$ cat config.mk
export PLATFORM = sky130hd
export DESIGN_NAME = mem_lsu
export DESIGN_NICKNAME = d
export VERILOG_FILES = /design/src/rtl/mem_lsu.sv
export SDC_FILE = /design/constraint.sdc
export NUM_CORES = 1
export LEC_CHECK = 0
export CAP_MARGIN = 20
export CORE_ASPECT_RATIO = 0.7
export CORE_MARGIN = 2
export CORE_UTILIZATION = 51
export CTS_BUF_LIST = sky130_fd_sc_hd__clkbuf_4 sky130_fd_sc_hd__clkbuf_8
export CTS_CLUSTER_SIZE = 24
export DETAILED_ROUTE_END_ITERATION = 7
export HOLD_SLACK_MARGIN = 0.12
export PLACE_DENSITY = 0.88
export SYNTH_ARGS = -nofsm -noshare
export SYNTH_HDL_FRONTEND = slang
export SYNTH_SLANG_ARGS = --single-unit
$ cat constraint.sdc
create_clock -name clock -period 6.3 [get_ports clock]
set_input_delay 1.26 -clock clock [delete_from_list [all_inputs] [get_ports clock]]
set_output_delay 1.26 -clock clock [all_outputs]
set_load 0.005 [all_outputs]
$ cat src/rtl/mem_lsu.sv
// mem_lsu: MEM-stage load/store unit in front of a word-only, combinational-read data memory.
// Performs sub-word load extraction/extension, read-modify-write for SB/SH and alignment checks.
module mem_lsu #(
  parameter logic [5:0] OP_LB  = 6'h20,
  parameter logic [5:0] OP_LH  = 6'h21,
  parameter logic [5:0] OP_LW  = 6'h23,
  parameter logic [5:0] OP_LBU = 6'h24,
  parameter logic [5:0] OP_LHU = 6'h25,
  parameter logic [5:0] OP_SB  = 6'h28,
  parameter logic [5:0] OP_SH  = 6'h29,
  parameter logic [5:0] OP_SW  = 6'h2B,
  parameter logic [5:0] OP_NOP = 6'h00
) (
  input  logic        clock,
  input  logic        rst_n,
  input  logic        req_valid,
  input  logic [5:0]  req_op,
  input  logic [31:0] req_addr,
  input  logic [31:0] req_wdata,
  output logic        req_ready,
  output logic        resp_valid,
  output logic [31:0] resp_rdata,
  output logic        resp_misalign,
  output logic [5:0]  dmem_op,
  output logic [31:0] dmem_addr,
  output logic [31:0] dmem_wdata,
  input  logic [31:0] dmem_rdata
);

  typedef enum logic [0:0] {IDLE = 1'b0, MERGE_WR = 1'b1} state_t;

  state_t      state_q, state_d;
  logic [31:0] addr_q, addr_d;
  logic [31:0] merge_q, merge_d;
  logic [31:0] rdata_q, rdata_d;
  logic        valid_q, valid_d;
  logic        mis_q, mis_d;

  logic is_load, is_sw, is_sub_st, misalign;

  // Little-endian lane select followed by sign or zero extension.
  function automatic logic [31:0] load_extract(input logic [5:0] op, input logic [1:0] off,
                                               input logic [31:0] word);
    logic [7:0]  b;
    logic [15:0] h;
    case (off)
      2'd0:    b = word[7:0];
      2'd1:    b = word[15:8];
      2'd2:    b = word[23:16];
      2'd3:    b = word[31:24];
      default: b = 8'h00;
    endcase
    h = off[1] ? word[31:16] : word[15:0];
    case (op)
      OP_LB:   load_extract = {{24{b[7]}}, b};
      OP_LBU:  load_extract = {24'h000000, b};
      OP_LH:   load_extract = {{16{h[15]}}, h};
      OP_LHU:  load_extract = {16'h0000, h};
      default: load_extract = word;
    endcase
  endfunction

  // Replace the addressed byte or halfword lane of the current word with store data.
  function automatic logic [31:0] store_merge(input logic is_half, input logic [1:0] off,
                                              input logic [31:0] word, input logic [31:0] wdata);
    store_merge = word;
    if (is_half) begin
      if (off[1]) store_merge[31:16] = wdata[15:0];
      else        store_merge[15:0]  = wdata[15:0];
    end else begin
      case (off)
        2'd0:    store_merge[7:0]   = wdata[7:0];
        2'd1:    store_merge[15:8]  = wdata[7:0];
        2'd2:    store_merge[23:16] = wdata[7:0];
        2'd3:    store_merge[31:24] = wdata[7:0];
        default: store_merge = word;
      endcase
    end
  endfunction

  assign is_load   = req_op inside {OP_LB, OP_LBU, OP_LH, OP_LHU, OP_LW};
  assign is_sw     = (req_op == OP_SW);
  assign is_sub_st = (req_op == OP_SB) || (req_op == OP_SH);
  assign misalign  = ((req_op inside {OP_LH, OP_LHU, OP_SH}) && req_addr[0]) ||
                     ((req_op inside {OP_LW, OP_SW}) && (req_addr[1:0] != 2'b00));

  assign req_ready     = (state_q == IDLE);
  assign resp_valid    = valid_q;
  assign resp_misalign = mis_q;
  assign resp_rdata    = rdata_q;

  // Next-state, response and memory-interface decode.
  always_comb begin
    state_d    = state_q;
    addr_d     = addr_q;
    merge_d    = merge_q;
    rdata_d    = rdata_q;
    valid_d    = 1'b0;
    mis_d      = 1'b0;
    dmem_op    = OP_NOP;
    dmem_addr  = {req_addr[31:2], 2'b00};
    dmem_wdata = 32'h0000_0000;
    case (state_q)
      IDLE: begin
        if (req_valid) begin
          valid_d = 1'b1;
          if (misalign) begin
            mis_d = 1'b1;
          end else if (is_load) begin
            dmem_op = OP_LW;
            rdata_d = load_extract(req_op, req_addr[1:0], dmem_rdata);
          end else if (is_sw) begin
            dmem_op    = OP_SW;
            dmem_wdata = req_wdata;
          end else if (is_sub_st) begin
            // Response is deferred until the merged word has been written back.
            dmem_op = OP_LW;
            valid_d = 1'b0;
            merge_d = store_merge(req_op == OP_SH, req_addr[1:0], dmem_rdata, req_wdata);
            addr_d  = {req_addr[31:2], 2'b00};
            state_d = MERGE_WR;
          end else begin
            mis_d = 1'b0;
          end
        end else begin
          valid_d = 1'b0;
        end
      end
      MERGE_WR: begin
        dmem_op    = OP_SW;
        dmem_addr  = addr_q;
        dmem_wdata = merge_q;
        valid_d    = 1'b1;
        state_d    = IDLE;
      end
      default: state_d = IDLE;
    endcase
  end

  // State and registered response; reset drops MERGE_WR so no write can follow.
  always_ff @(posedge clock or negedge rst_n) begin
    if (!rst_n) begin
      state_q <= IDLE;
      addr_q  <= 32'h0000_0000;
      merge_q <= 32'h0000_0000;
      rdata_q <= 32'h0000_0000;
      valid_q <= 1'b0;
      mis_q   <= 1'b0;
    end else begin
      state_q <= state_d;
      addr_q  <= addr_d;
      merge_q <= merge_d;
      rdata_q <= rdata_d;
      valid_q <= valid_d;
      mis_q   <= mis_d;
    end
  end

endmodule

# After elaboration in Yosys (flattened, before gate mapping)
# Index checks and enable logic that the tools add are counted.
dict set report totals {
  out_inout_bits 105
  wordCells 69
  regBits 97
  input_bits 105
}
dict set report classes {
  mux 37
  bitwise 4
  eq_ne 11
  reduce_logical 11
}
# op count
set ops {}
lappend ops {{$mux W32} 6}
lappend ops {{$pmux W32 S4} 1}
lappend ops {{$pmux W32 S2} 1}
lappend ops {{$eq A6 B6 Y1 const B} 8}
lappend ops {{$mux W16} 3}
lappend ops {{$mux W8} 4}
lappend ops {{$pmux W8 S4} 1}
lappend ops {{$mux W6} 5}
lappend ops {{$mux W1} 13}
lappend ops {{$pmux W6 S2} 1}
lappend ops {{$reduce_and A6 Y1} 1}
lappend ops {{$reduce_bool A5 Y1} 1}
lappend ops {{$eq A2 B2 Y1 const B} 2}
lappend ops {{$not A1 Y1} 4}
lappend ops {{$pmux W1 S2} 2}
lappend ops {{$reduce_and A4 Y1} 1}
lappend ops {{$reduce_bool A2 Y1} 2}
lappend ops {{$reduce_bool A3 Y1} 1}
lappend ops {{$eq A2 B1 Y1 const B} 1}
lappend ops {{$logic_and A1 B1 Y1} 2}
lappend ops {{$logic_not A2 Y1} 1}
lappend ops {{$logic_or A1 B1 Y1} 2}

# Logic depth before layout (Yosys ltp)
# Gate-level depths: netlist of the first run.
dict set report depth {
  word_depth 8
  ltp_mapped 8
  ltp_nobuf 4
}

# Worst setup path before layout of the first run
# Ideal clock, no wire load.
dict set report synth_path {
  kind {in2out}
  startpoint {input port req_op[3]}
  endpoint {output port dmem_op[1]}
  path_buffers 4
  t_arrival_ps 2738
  cell_stages 7
  required_ps 5040
  path_slack_ps 2302
  cell_sequence {buf_4 -> or4b_1 -> buf_2 -> clkbuf_1 -> nand2_1 -> a41o_1 -> buf_4}
}
dict set report synth_via {
  elab_chain_len 8
  elab_cells_between_ends 21
  classes_between {eq/ne (8); mux (6); reduce/logical (7)}
}
# item line_no
set synth_lines {}
lappend synth_lines {{from (decl)} 17} ;# input logic [5:0] req_op,
lappend synth_lines {{$eq A6 B6 Y1, on equally long branches} {83, 84}}
lappend synth_lines {{$logic_or A1 B1 Y1} 83} ;# assign is_sub_st = (req_op == OP_SB) || (req_op == OP_SH);
lappend synth_lines {{$mux W6} 115} ;# end else if (is_sub_st) begin
lappend synth_lines {{$mux W6} 112} ;# end else if (is_sw) begin
lappend synth_lines {{$mux W6} 109} ;# end else if (is_load) begin
lappend synth_lines {{$mux W6 *} 107} ;# if (misalign) begin
lappend synth_lines {{$mux W6 *} 105} ;# if (req_valid) begin
lappend synth_lines {{$pmux W6 S2 *} 103} ;# case (state_q)
lappend synth_lines {{to (decl)} 24} ;# output logic [5:0] dmem_op,
# Every way passes the cells marked *; elsewhere a longest branch is shown, timed or not.

# Final worst setup path of the first run
dict set report layout_path {
  startpoint {input port req_op[1]}
  endpoint {output port dmem_op[0]}
}
# Same word-level chain as after synthesis.

==> results of run 1 <==
-- state kept, by name, indices dropped and copies added, names as in the netlist --
name           count
resp_rdata        32
merge_q           32
state_q            1
resp_valid         1
resp_misalign      1
addr_q            30
-- layout by cell type, fill, tap and decap left out, types with 2 or more instances in the layout --
| master | synthesis | routed |
|---|---|---|
| and3_1 | 2 | 2 |
| nor4_1 | 8 | 8 |
| clkdlybuf4s50_1 | 0 | 203 |
| a2bb2oi_1 | 8 | 8 |
| a22o_1 | 32 | 32 |
| nand2b_1 | 11 | 11 |
| a221oi_2 | 3 | 3 |
| buf_4 | 8 | 14 |
| clkinv_4 | 0 | 2 |
| mux2i_1 | 3 | 3 |
| inv_6 | 0 | 2 |
| a31oi_1 | 17 | 17 |
| o22ai_1 | 14 | 14 |
| a211oi_1 | 7 | 7 |
| a21boi_1 | 2 | 2 |
| clkbuf_8 | 0 | 9 |
| mux4_2 | 8 | 8 |
| a21oi_1 | 21 | 21 |
| nor3_1 | 10 | 10 |
| nand2_1 | 26 | 26 |
| a221oi_1 | 13 | 13 |
| conb_1 | 1 | 4 |
| inv_1 | 20 | 20 |
| mux2_1 | 65 | 65 |
| mux2_2 | 51 | 51 |
| or2_1 | 2 | 2 |
| dfrtp_1 | 97 | 96 |
| a22oi_1 | 8 | 8 |
| nand3b_1 | 3 | 3 |
| nor4b_1 | 10 | 10 |
| nor2_1 | 27 | 27 |
-- final timing paths --
path | endpoint | slack [ns] | start
min in group asynchronous | addr_q[5] | 0.88 | rst_n
max in group asynchronous | merge_q[1] | 4.30 | rst_n
setup reg to reg | resp_rdata[9] | 3.26 | state_q
hold / removal | resp_rdata[5] | 0.50 | resp_rdata[5]
setup / recovery | dmem_op[0] | 1.41 | req_op[1]
hold reg to reg | resp_rdata[5] | 0.50 | resp_rdata[5]
-- per-stage QoR --
| step | area, um^2 | setup slack, ns |
|---|---|---|
| finish | 8210 | 1.406 |
| CTS | 8203 | 1.425 |
| global route | 8210 | 1.282 |
| detailed placement | 8001 | 1.430 |
| floorplan | 5968 | 2.302 |
| global placement | 8001 | 1.492 |
-- cells in the mapped netlist (2+ instances only) --
library cell,instances,area [um^2]
a221oi_2,3,45.04
clkbuf_1,27,101.4
dfrtp_1,97,2427
mux4_2,8,180.2
nor2_1,27,101.4
buf_1,2,7.510
nand3b_1,3,22.52
nand2b_1,11,68.82
buf_6,6,67.56
nand2_1,26,97.59
nor4b_1,10,87.58
buf_4,8,60.06
inv_1,20,75.07
nor3_1,10,50.05
nor4_1,8,50.05
or2_1,2,12.51
a22o_1,32,280.3
o22ai_1,14,87.58
a31oi_1,17,106.4
a21oi_1,21,105.1
a22oi_1,8,60.06
a2bb2oi_1,8,70.07
buf_2,15,75.07
a221oi_1,13,113.9
a211oi_1,7,52.55
a21boi_1,2,15.01
and3_1,2,12.51
mux2_2,51,574.3
mux2i_1,3,30.03
mux2_1,65,732.0
-- cell families after synthesis --
family,count (synthesis)
AO/OA/AOI/OAI,132
AND/OR/NAND/NOR,110
flip-flops,97
multiplexers,127
buffers and inverters,78
other,1
-- worst max-delay path, stage by stage --
cell             delay, ns
clkdlybuf4s50_1       0.62
or4b_1                0.59
buf_4                 0.29
nand2_1               0.14
a41o_1                0.22
clkdlybuf4s50_1       0.51
-- metal layers --
metal | vias up | share of wire | global-route usage
met4 | 0 | 0.015 | 0.06738
met1 | 2643 | 0.42 | 0.3863
met2 | 300 | 0.48 | 0.4836
met3 | 35 | 0.089 | 0.07944
met5 | - | 0 | 0
li1 | 2392 | - | -
-- area by class of cell --
| type | instances | area [um^2] | share of cell area |
|---|---|---|---|
| repair buffers | 218 | 2142 | 0.2609 |
| flip-flops and latches | 97 | 2429 | 0.2958 |
| well taps | 153 | 191.4 | 0.02332 |
| inverters | 20 | 75.07 | 0.009144 |
| clock buffers | 9 | 123.9 | 0.01509 |
| clock inverters | 7 | 77.57 | 0.009448 |
| multi-input cells | 373 | 3172 | 0.3863 |
-- power groups by stage --
stage                     combinational, mW  clock (mW)  sequential [mW]
after floorplan                       0.204           0            0.828
after global placement                0.463           0            0.843
after detailed placement              0.480           0            0.852
after CTS                             0.483       0.427            0.841
after global routing                  0.519       0.452            0.857
final                                 0.482       0.420            0.842
==> summary.txt, run 1 <==
Place
  • IO Port Bufs: slightly above 200
  • Dpl hpwl: approximately 14,000 um
  • GP Congestion: 0.9201
  • Placed Cells: between 800 and 900

Clock tree
  • Root buffer cell: clkbuf_8
  • Clock-pin slew on the worst setup and hold paths: approximately 0.090 ns
  • Clk_lat worst skew: about 0.37 ns
  • CTS tree: done
  • Hold buffers post-CTS: 0
  • Post-CTS resize count: 0
  • TritonCTS buffer count: 9
  • Total setup buffers inserted after CTS: 0
  • Clk buf depth: 2
  • Clk sinks: between 90 and 100
  • H-tree depth: 3

STA
  • Final setup viols: 0
  • Fmax: 204.3 MHz
  • Clock Skew: ~0.0057 ns
  • Hold WS: between 0.4 and 0.5 ns
  • Final Hold Fails: 0
  • Unrepaired setup endpoints after global routing: no
  • Pins over their slew limit: 0
  • Max_slew headroom: 0.3257
  • Final Cycle Share: 0.7769
  • TNS Setup: 0 ns
  • Final Critical Period: 4.894 ns
  • Measured slew at the worst slew-check pin: just over 1 ns

Cells and area
  • Fin util: 0.7324
  • Diode count: 0
  • Fill cells: 799
  • Syn-to-layout area delta: 37.83%
  • Layout cells sized above 1: 0.1409
  • Post-route insts no fill: slightly below 900
  • Final net count: 824

Pwr
  • Power Dens Cells: 212.5 mW/mm^2
  • VDD IR-drop max: 0.1339 mV
  • Static Leak: about 3.4 nW
  • Sequential share of power: 0.483
  • Clock Power Share: 0.241
  • Combinational Power Share: 0.276
  • Internal: between 1 and 1.5 mW
  • Switching power: 505.5 uW
  • Sw Share: 0.2897
  • Post-route total power: between 1.5 and 2 mW

Synth
  • Complex-gate fraction of the synthesized area: 0.1710
  • Main flop type after synthesis: dfrtp_1
  • Synth async-reset ratio: 1.000
  • Largest family of logic cells by synthesized area: multiplexers
  • Number of synthesized flops with an enable pin: 0
  • Adder-cell share of the synthesized area: 0
  • Post-Syn Area: around 0.0060 mm^2
  • Gate Count Post-Synth: between 500 and 600
  • FF+latch count, synth: 97
  • Register area share after synthesis: 0.4075
  • Post-Synth Simple-Gate Area: 0.1014
  • XOR/XNOR Fraction of Synth Area: 0
  • Yosys Warn Count: 0
  • Mux cell area share after synthesis: 0.2546
  • Cell variety after synth: 49
  • Mean Syn Cell Area: 10.93 um^2

GRT
  • Global Route Usage Sum: 0.2914
  • Number of global-route vias before repair: between 5,000 and 6,000
  • Initial antenna violation count: 0
  • Largest net degree at the start of global routing: 67
  • Grt ovf: 0
  • Global-route wire length before repair: 28,660 um

Floorplanning
  • Chip Height: about 94 um
  • Starting Density: 0.5314
  • # IOs: 210
  • Die W: about 130 um
  • Die ar.: 0.01257 mm^2
  • Total core area: 0.01121 mm^2
  • Num rows: 32

Critical path
  • Critical path capture point type: primary output
  • WP data required: around 5 ns
  • Worst setup SP type: primary input
  • Crit path DAT: 3.63 ns
  • Worst-path fanout max: 48
  • Reg2reg path depth: 7
  • Critical path class: primary input to primary output

Worst hold path
  • Hold WC Path Type: register to register
  • Hold path cells: 1

Status
  • Outcome: completed

Detailed routing
  • DR iter-0 viols: about 580
  • Routed Antenna Nets: 0
  • Final wirelength: ~18,000 um
  • Via-to-Cell Ratio: just over 6
  • DRC violations left: 0
  • Via count: 5,370
  • Drt wl/cell: slightly above 20 um
  • First-pass detailed-route iteration total: 6

Flow run
  • Max Cap Viol: 0
Power figures use the tool's default switching activity.
==> run 2: changes to the inputs <==
- CORE_UTILIZATION: 51 -> 43
- PLACE_DENSITY: 0.88 -> 0.79
- clock period: 6.3 -> 4.28 ns (I/O delays scaled with it)
==> run 2 against run 1 <==
Highest routed layer unchanged. Non-clock buffer count increased by 4. Clock power increased by 48%. Wire length increased by 2.4%. Largest power group unchanged. Critical endpoint is now dmem_wdata[3]. Sequential cell count unchanged.
==> summary.txt, run 2 (same netlist as run 1, synthesis figures left out) <==
GRT
  • Initial antenna violation count: 0 (unchanged)
  • Number of global-route vias before repair: 5,152 (-1.7%)
  • Global-route wire length before repair: 28,210 um (-1.6%)
  • Grt ovf: 0 (unchanged)
  • Global Route Usage Sum: 0.2488 (-0.04257)
  • Largest net degree at the start of global routing: 66 (-1.5%)

STA
  • Fmax: 253.2 MHz
  • Measured slew at the worst slew-check pin: 1.045 ns (+0.03627 ns)
  • Hold WS: 0.4990 ns (+0.002014 ns)
  • TNS Setup: 0 ns (unchanged)
  • Pins over their slew limit: 0 (unchanged)
  • Final Critical Period: a little under 4 ns
  • Final Cycle Share: 0.9227
  • Max_slew headroom: 0.3033 (-0.02242)
  • Final Hold Fails: 0 (unchanged)
  • Setup ws final: 0.3310 ns (-1.075 ns)
  • Final setup viols: 0 (unchanged)
  • Unrepaired setup endpoints after global routing: no
  • Clock Skew: 0.006755 ns (+0.001093 ns)

Clock tree
  • Clk_lat worst skew: 0.37 ns (about the same)
  • Total setup buffers inserted after CTS: 0 (unchanged)
  • Hold buffers post-CTS: 0 (unchanged)
  • CTS tree: done
  • Clk sinks: 97 (unchanged)
  • Root buffer cell: clkbuf_8
  • Post-CTS resize count: 0 (unchanged)
  • Clk buf depth: 2 (unchanged)
  • H-tree depth: 3 (unchanged)
  • Clock-pin slew on the worst setup and hold paths: 0.10 ns (about the same)
  • TritonCTS buffer count: 9 (unchanged)

Floorplanning
  • Num rows: 35 (+9.4%)
  • Starting Density: 0.4460 (-0.08537)
  • # IOs: 210 (unchanged)
  • Total core area: 0.01336 mm^2 (+19%)
  • Chip Height: 102.5 um (+8.5%)
  • Die ar.: 0.01483 mm^2 (+18%)
  • Die W: 144.7 um (+8.6%)

Pwr
  • Power Dens Cells: 310.6 mW/mm^2 (+46%)
  • Static Leak: 3.413 nW (+0.54%)
  • VDD IR-drop max: 0.1936 mV (+45%)

Critical path
  • Reg2reg start: state_q
  • Critical path class: primary input to primary output
  • Crit path DAT: 3.09 ns (-0.54 ns)
  • Worst setup SP type: primary input
  • R2r setup slk: 1.77 ns (-1.49 ns)
  • Critical path capture point type: primary output
  • Critical path launch point: req_op[1]
  • Reg2reg end: addr_q[22]
  • Worst-path fanout max: 32 (-33%)
  • Reg2reg path depth: 5 (-2)
  • WP data required: 3.42 ns (-1.62 ns)

Cells and area
  • Syn-to-layout area delta: 39.19%
  • Most frequent cells in the layout: 203 x clkdlybuf4s50_1, 96 x dfrtp_1, 65 x mux2_1
  • Final net count: 828 (+0.49%)
  • Layout cells sized above 1: 0.1456 (+0.004720)
  • Commonest non-fill, non-tap cell in the layout: clkdlybuf4s50_1
  • Diode count: 0 (unchanged)
  • Fill cells: 1,098 (+37%)

Detailed routing
  • Met2 WL: 8888 um (+2.5%)
  • Drt wl/cell: 20.43 um (-1.6%)
  • DR iter-0 viols: 495 (-14%)
  • Routed Antenna Nets: 0 (unchanged)
  • DRC violations left: 0 (unchanged)
  • Via count: 5,318 (-0.97%)
  • Via-to-Cell Ratio: 5.825 (-4.9%)
  • Highest metal used: met4
  • Final wirelength: 18,650 um (+2.4%)
  • First-pass detailed-route iteration total: 5 (-1)
  • Metal1 wirelength: 7865 um (+2.8%)
  • Met3 WL: 1675 um (+3.7%)

Worst hold path
  • Hold path cells: 1 (unchanged)
  • Hold path startpoint: addr_q[20]
  • Hold Path End: addr_q[20]
  • Hold WC Path Type: register to register

Place
  • GP Congestion: 0.9420 (+2.4%)
  • IO Port Bufs: 205 (unchanged)
  • Pre-CTS setup slack: 0.3568 ns (-1.073 ns)
  • Dpl hpwl: 14,100 um (+4.2%)

Flow run
  • Max Cap Viol: 0 (unchanged)

Status
  • Outcome: completed
## run 2: cell types whose count changed in the layout (fill, tap and decap cells not counted)
cell,previous run,this run
buf_4,14,17
clkinv_4,2,0
buf_12,0,1
clkinvlp_4,1,2
inv_6,2,3
## run 2: layer usage
layer / vias to the layer above / global-route usage
met1: 2604 / 0.3447
met5: - / 0
met3: 24 / 0.05717
met4: 0 / 0.05751
li1: 2414 / -
met2: 276 / 0.4017
## run 2: area by class of cell
type	count	area, um^2	area share
flip-flops and latches	97	2429	0.2929
clock buffers	9	123.9	0.01494
inverters	20	75.07	0.009054
well taps	185	231.5	0.02792
clock inverters	7	76.32	0.009205
repair buffers	222	2185	0.2635
multi-input cells	373	3172	0.3825
## run 2: worst max path at each step
stage	endpoint	slack (ns)	cells after the start
6_report	dmem_wdata[3]	0.33	7
5_1_grt	dmem_wdata[4]	0.23	7
4_1_cts	dmem_wdata[21]	0.36	7
3_5_place_dp	dmem_wdata[21]	0.36	7
3_3_place_gp	dmem_wdata[8]	0.49	7
2_1_floorplan	dmem_op[1]	1.09	7
## run 2: metrics by stage
step | instances | power, mW | utilization | area, um^2
6_report | 913 | 2.575 | 0.6208 | 8292
5_1_grt | 913 | 2.705 | 0.6208 | 8292
4_1_cts | 912 | 2.601 | 0.6202 | 8284
3_5_place_dp | 896 | 1.971 | 0.6052 | 8084
3_3_place_gp | 896 | 1.940 | 0.6052 | 8084
2_1_floorplan | 548 | 1.519 | - | 5968
## run 2: critical path: stages
cell	delay (ns)
clkdlybuf4s50_1	0.62
nand3b_1	0.21
nand2_1	0.13
nor4_4	0.35
buf_12	0.22
a22o_1	0.16
clkdlybuf4s50_1	0.51
## run 2: power breakdown
group | switching [mW] | internal [mW]
clock | 0.347 | 0.275
combinational | 0.280 | 0.435
sequential | 0.121 | 1.12
total | 0.749 | 1.83
==> run 3: changes to the inputs <==
- CELL_PAD_IN_SITES_DETAIL_PLACEMENT: default -> 0
- CELL_PAD_IN_SITES_GLOBAL_PLACEMENT: default -> 2
- CORE_UTILIZATION: 43 -> 25
- CTS_BUF_LIST: sky130_fd_sc_hd__clkbuf_4 sky130_fd_sc_hd__clkbuf_8 -> default
- PLACE_DENSITY: 0.79 -> default
- PLACE_DENSITY_LB_ADDON: default -> 0.25
==> run 3 against run 2 <==
Wire length increased by 14%. Global-route usage decreased by 8.1 points. Via count decreased by 1.1%. Clock-buffer cell count increased by 2. Core utilization decreased by 26 points. Sequential cell count unchanged. Worst setup slack improved by 0.039 ns. Die area increased by 69%.
==> summary.txt, run 3 (same netlist as run 1, synthesis figures left out) <==
GRT
  • Met1 Use GR: 0.2370 (-0.1076)
  • Largest net degree at the start of global routing: 66 (unchanged)
  • Grt met3 use: 0.03504 (-0.02213)
  • Number of global-route vias before repair: 5,332 (+3.5%)
  • Initial antenna violation count: 0 (unchanged)
  • Global Route Usage Sum: 0.1674 (-0.08144)
  • Global-route wire length before repair: 32,170 um (+14%)
  • Grt ovf: 0 (unchanged)
  • GR peak layer: met2
  • Met2 Use GR: 0.2616 (-0.1401)

STA
  • Pins over their slew limit: 0 (unchanged)
  • Clock Skew: 0.004404 ns (-0.002351 ns)
  • Unrepaired setup endpoints after global routing: no
  • Final setup viols: 0 (unchanged)
  • Final Cycle Share: 0.9135 (-0.009208)
  • Fmax: 255.8 MHz (+1.0%)
  • Final Critical Period: 3.910 ns (-0.03941 ns)
  • Max_slew headroom: 0.2780 (-0.02530)
  • TNS Setup: 0 ns (unchanged)
  • Final Hold Fails: 0 (unchanged)
  • Setup ws final: 0.3704 ns (+0.03941 ns)
  • Measured slew at the worst slew-check pin: 1.083 ns (+0.03795 ns)

Critical path
  • Reg2reg start: state_q
  • Buf/Inv on CP: 3 (unchanged)
  • WP data required: 3.42 ns (about the same)
  • Worst setup SP type: primary input
  • Worst-path fanout max: 30 (-6.3%)
  • Crit path DAT: 3.05 ns (-0.04 ns)
  • CP max stage delay: 0.70 ns (+0.08 ns)
  • Critical path capture point type: primary output
  • CP dominant cell by count: clkdlybuf4s50_1
  • CP cell instances: clkdlybuf4s50_1 -> nand3b_1 -> nor4_4 -> buf_12 -> a22o_1 -> clkdlybuf4s50_1
  • Critical path class: primary input to primary output
  • Kind of cell adding the most delay to the critical path: buffers and inverters
  • R2r setup slk: 1.65 ns (-0.12 ns)
  • Reg2reg path depth: 5 (unchanged)
  • Reg2reg end: addr_q[15]
  • Worst path slowest cell: clkdlybuf4s50_1

Cells and area
  • Multi-input gate area: 0.003172 mm^2 (unchanged)
  • Fin util: 0.3637 (-0.2571)
  • Commonest non-fill, non-tap cell in the layout: clkdlybuf4s50_1
  • Most frequent cells in the layout: 203 x clkdlybuf4s50_1, 96 x dfrtp_1, 65 x mux2_1
  • Post-route insts no fill: 1,048 (+15%)
  • Layout cells sized above 1: 0.1479 (+0.002341)
  • Sequential cell area: 0.002429 mm^2 (unchanged)
  • Fill cells: 2,351 (+110%)
  • Diode count: 0 (unchanged)
  • Syn-to-layout area delta: 43.60%
  • Final net count: 830 (+0.24%)

Clock tree
  • CTS tree: done
  • H-tree depth: 3 (unchanged)
  • Root buffer cell: clkbuf_16
  • Clock-pin slew on the worst setup and hold paths: 0.06 ns (-0.04 ns)
  • Hold buffers post-CTS: 0 (unchanged)
  • Total setup buffers inserted after CTS: 0 (unchanged)
  • Post-CTS resize count: 0 (unchanged)
  • Clk buf depth: 2 (unchanged)
  • Clk sinks: 97 (unchanged)
  • TritonCTS buffer count: 9 (unchanged)
  • Clk_lat worst skew: 0.35 ns (-0.02 ns)

Pwr
  • Clock Power Share: 0.292 (+0.050)
  • Sequential share of power: 0.449 (-0.031)
  • Sw Share: 0.2792 (-0.01167)
  • Power Dens Cells: 320.6 mW/mm^2 (+3.2%)
  • Static Leak: 3.472 nW (+1.7%)
  • Switching power: 765.7 uW (+2.2%)
  • Post-route total power: 2.743 mW (+6.5%)
  • Internal: 1.977 mW (+8.3%)
  • Combinational Power Share: 0.259 (-0.019)
  • VDD IR-drop max: 0.1809 mV (-6.5%)

Detailed routing
  • Via-to-Cell Ratio: 5.020 (-14%)
  • Via count: 5,261 (-1.1%)
  • DR iter-0 viols: 305 (-38%)
  • DRC violations left: 0 (unchanged)
  • Final wirelength: 21,190 um (+14%)
  • Routed Antenna Nets: 0 (unchanged)
  • Drt wl/cell: 20.22 um (-1.0%)
  • First-pass detailed-route iteration total: 5 (unchanged)

Place
  • IO Port Bufs: 205 (unchanged)
  • Dpl hpwl: 15,420 um (+9.4%)
  • GP Congestion: 0.8291 (-12%)
  • Pre-CTS setup slack: 0.3882 ns (+0.03147 ns)
  • Placed Cells: 1,032 (+15%)

Floorplanning
  • Chip Height: 133.2 um (+30%)
  • # IOs: 210 (unchanged)
  • Starting Density: 0.2532 (-0.1928)
  • Total core area: 0.02352 mm^2 (+76%)
  • Num rows: 47 (+34%)
  • Die W: 188.5 um (+30%)
  • Die ar.: 0.02510 mm^2 (+69%)

Worst hold path
  • Hold path cells: 1 (unchanged)
  • Hold path startpoint: addr_q[29]
  • Hold Path End: addr_q[29]
  • Hold WC Path Type: register to register

Flow run
  • Max Cap Viol: 0 (unchanged)

Status
  • Outcome: completed
run 3: cell count changes in the layout (fill, tap and decap cells not counted):
cell	change
buf_4	+2
bufinv_16	-1
clkbuf_16	+9
clkbuf_8	-7
clkinv_2	+3
clkinvlp_4	-2
inv_6	-2
run 3: cell type report:
cell class              instances  share of cell area
inverters                      20            0.008776
flip-flops and latches         97              0.2839
multi-input cells             373              0.3708
clock inverters                 5            0.003364
clock buffers                  11             0.02955
repair buffers                224              0.2571
well taps                     318             0.04651
run 3: worst max path at each step:
stage,start,to,slack [ns],cells past startpoint
global route,req_op[4],dmem_wdata[4],0.27,6
detailed placement,req_op[4],resp_rdata[1],0.39,7
global placement,req_op[3],dmem_wdata[14],0.41,6
CTS,req_op[3],dmem_wdata[15],0.38,6
floorplan,req_op[3],dmem_op[1],1.09,7
finish,req_op[3],dmem_wdata[10],0.37,6
run 3: per-layer routing:
| metal | share of wire | routed length, um |
|---|---|---|
| met1 | 0.47 | 9974 |
| met2 | 0.46 | 9764 |
| met3 | 0.056 | 1180 |
| met4 | 0.013 | 272 |
| met5 | 0 | 0 |
run 3: worst reg2reg max path: stages, from the launching register on:
cell     delay [ns]
dfrtp_2        0.35
buf_4          0.61
inv_1          0.25
nand4_4        0.15
buf_4          0.67
mux2_1         0.47
run 3: power by group through the flow:
stage	Sequential, mW	Clock [mW]	Combinational (mW)
finish	1.23	0.801	0.710
detailed placement	1.25	0	0.717
global route	1.26	0.866	0.774
CTS	1.23	0.837	0.722
floorplan	1.22	0	0.300
global placement	1.25	0	0.707
run 3: per-stage QoR:
stage | cell area (um^2) | hold slack, ns
final | 8554 | 0.4893
after CTS | 8554 | 0.4943
after detailed placement | 8273 | 0.4777
after global placement | 8265 | 0.4678
after global routing | 8554 | 0.5026
after floorplan | 5968 | 0.4585
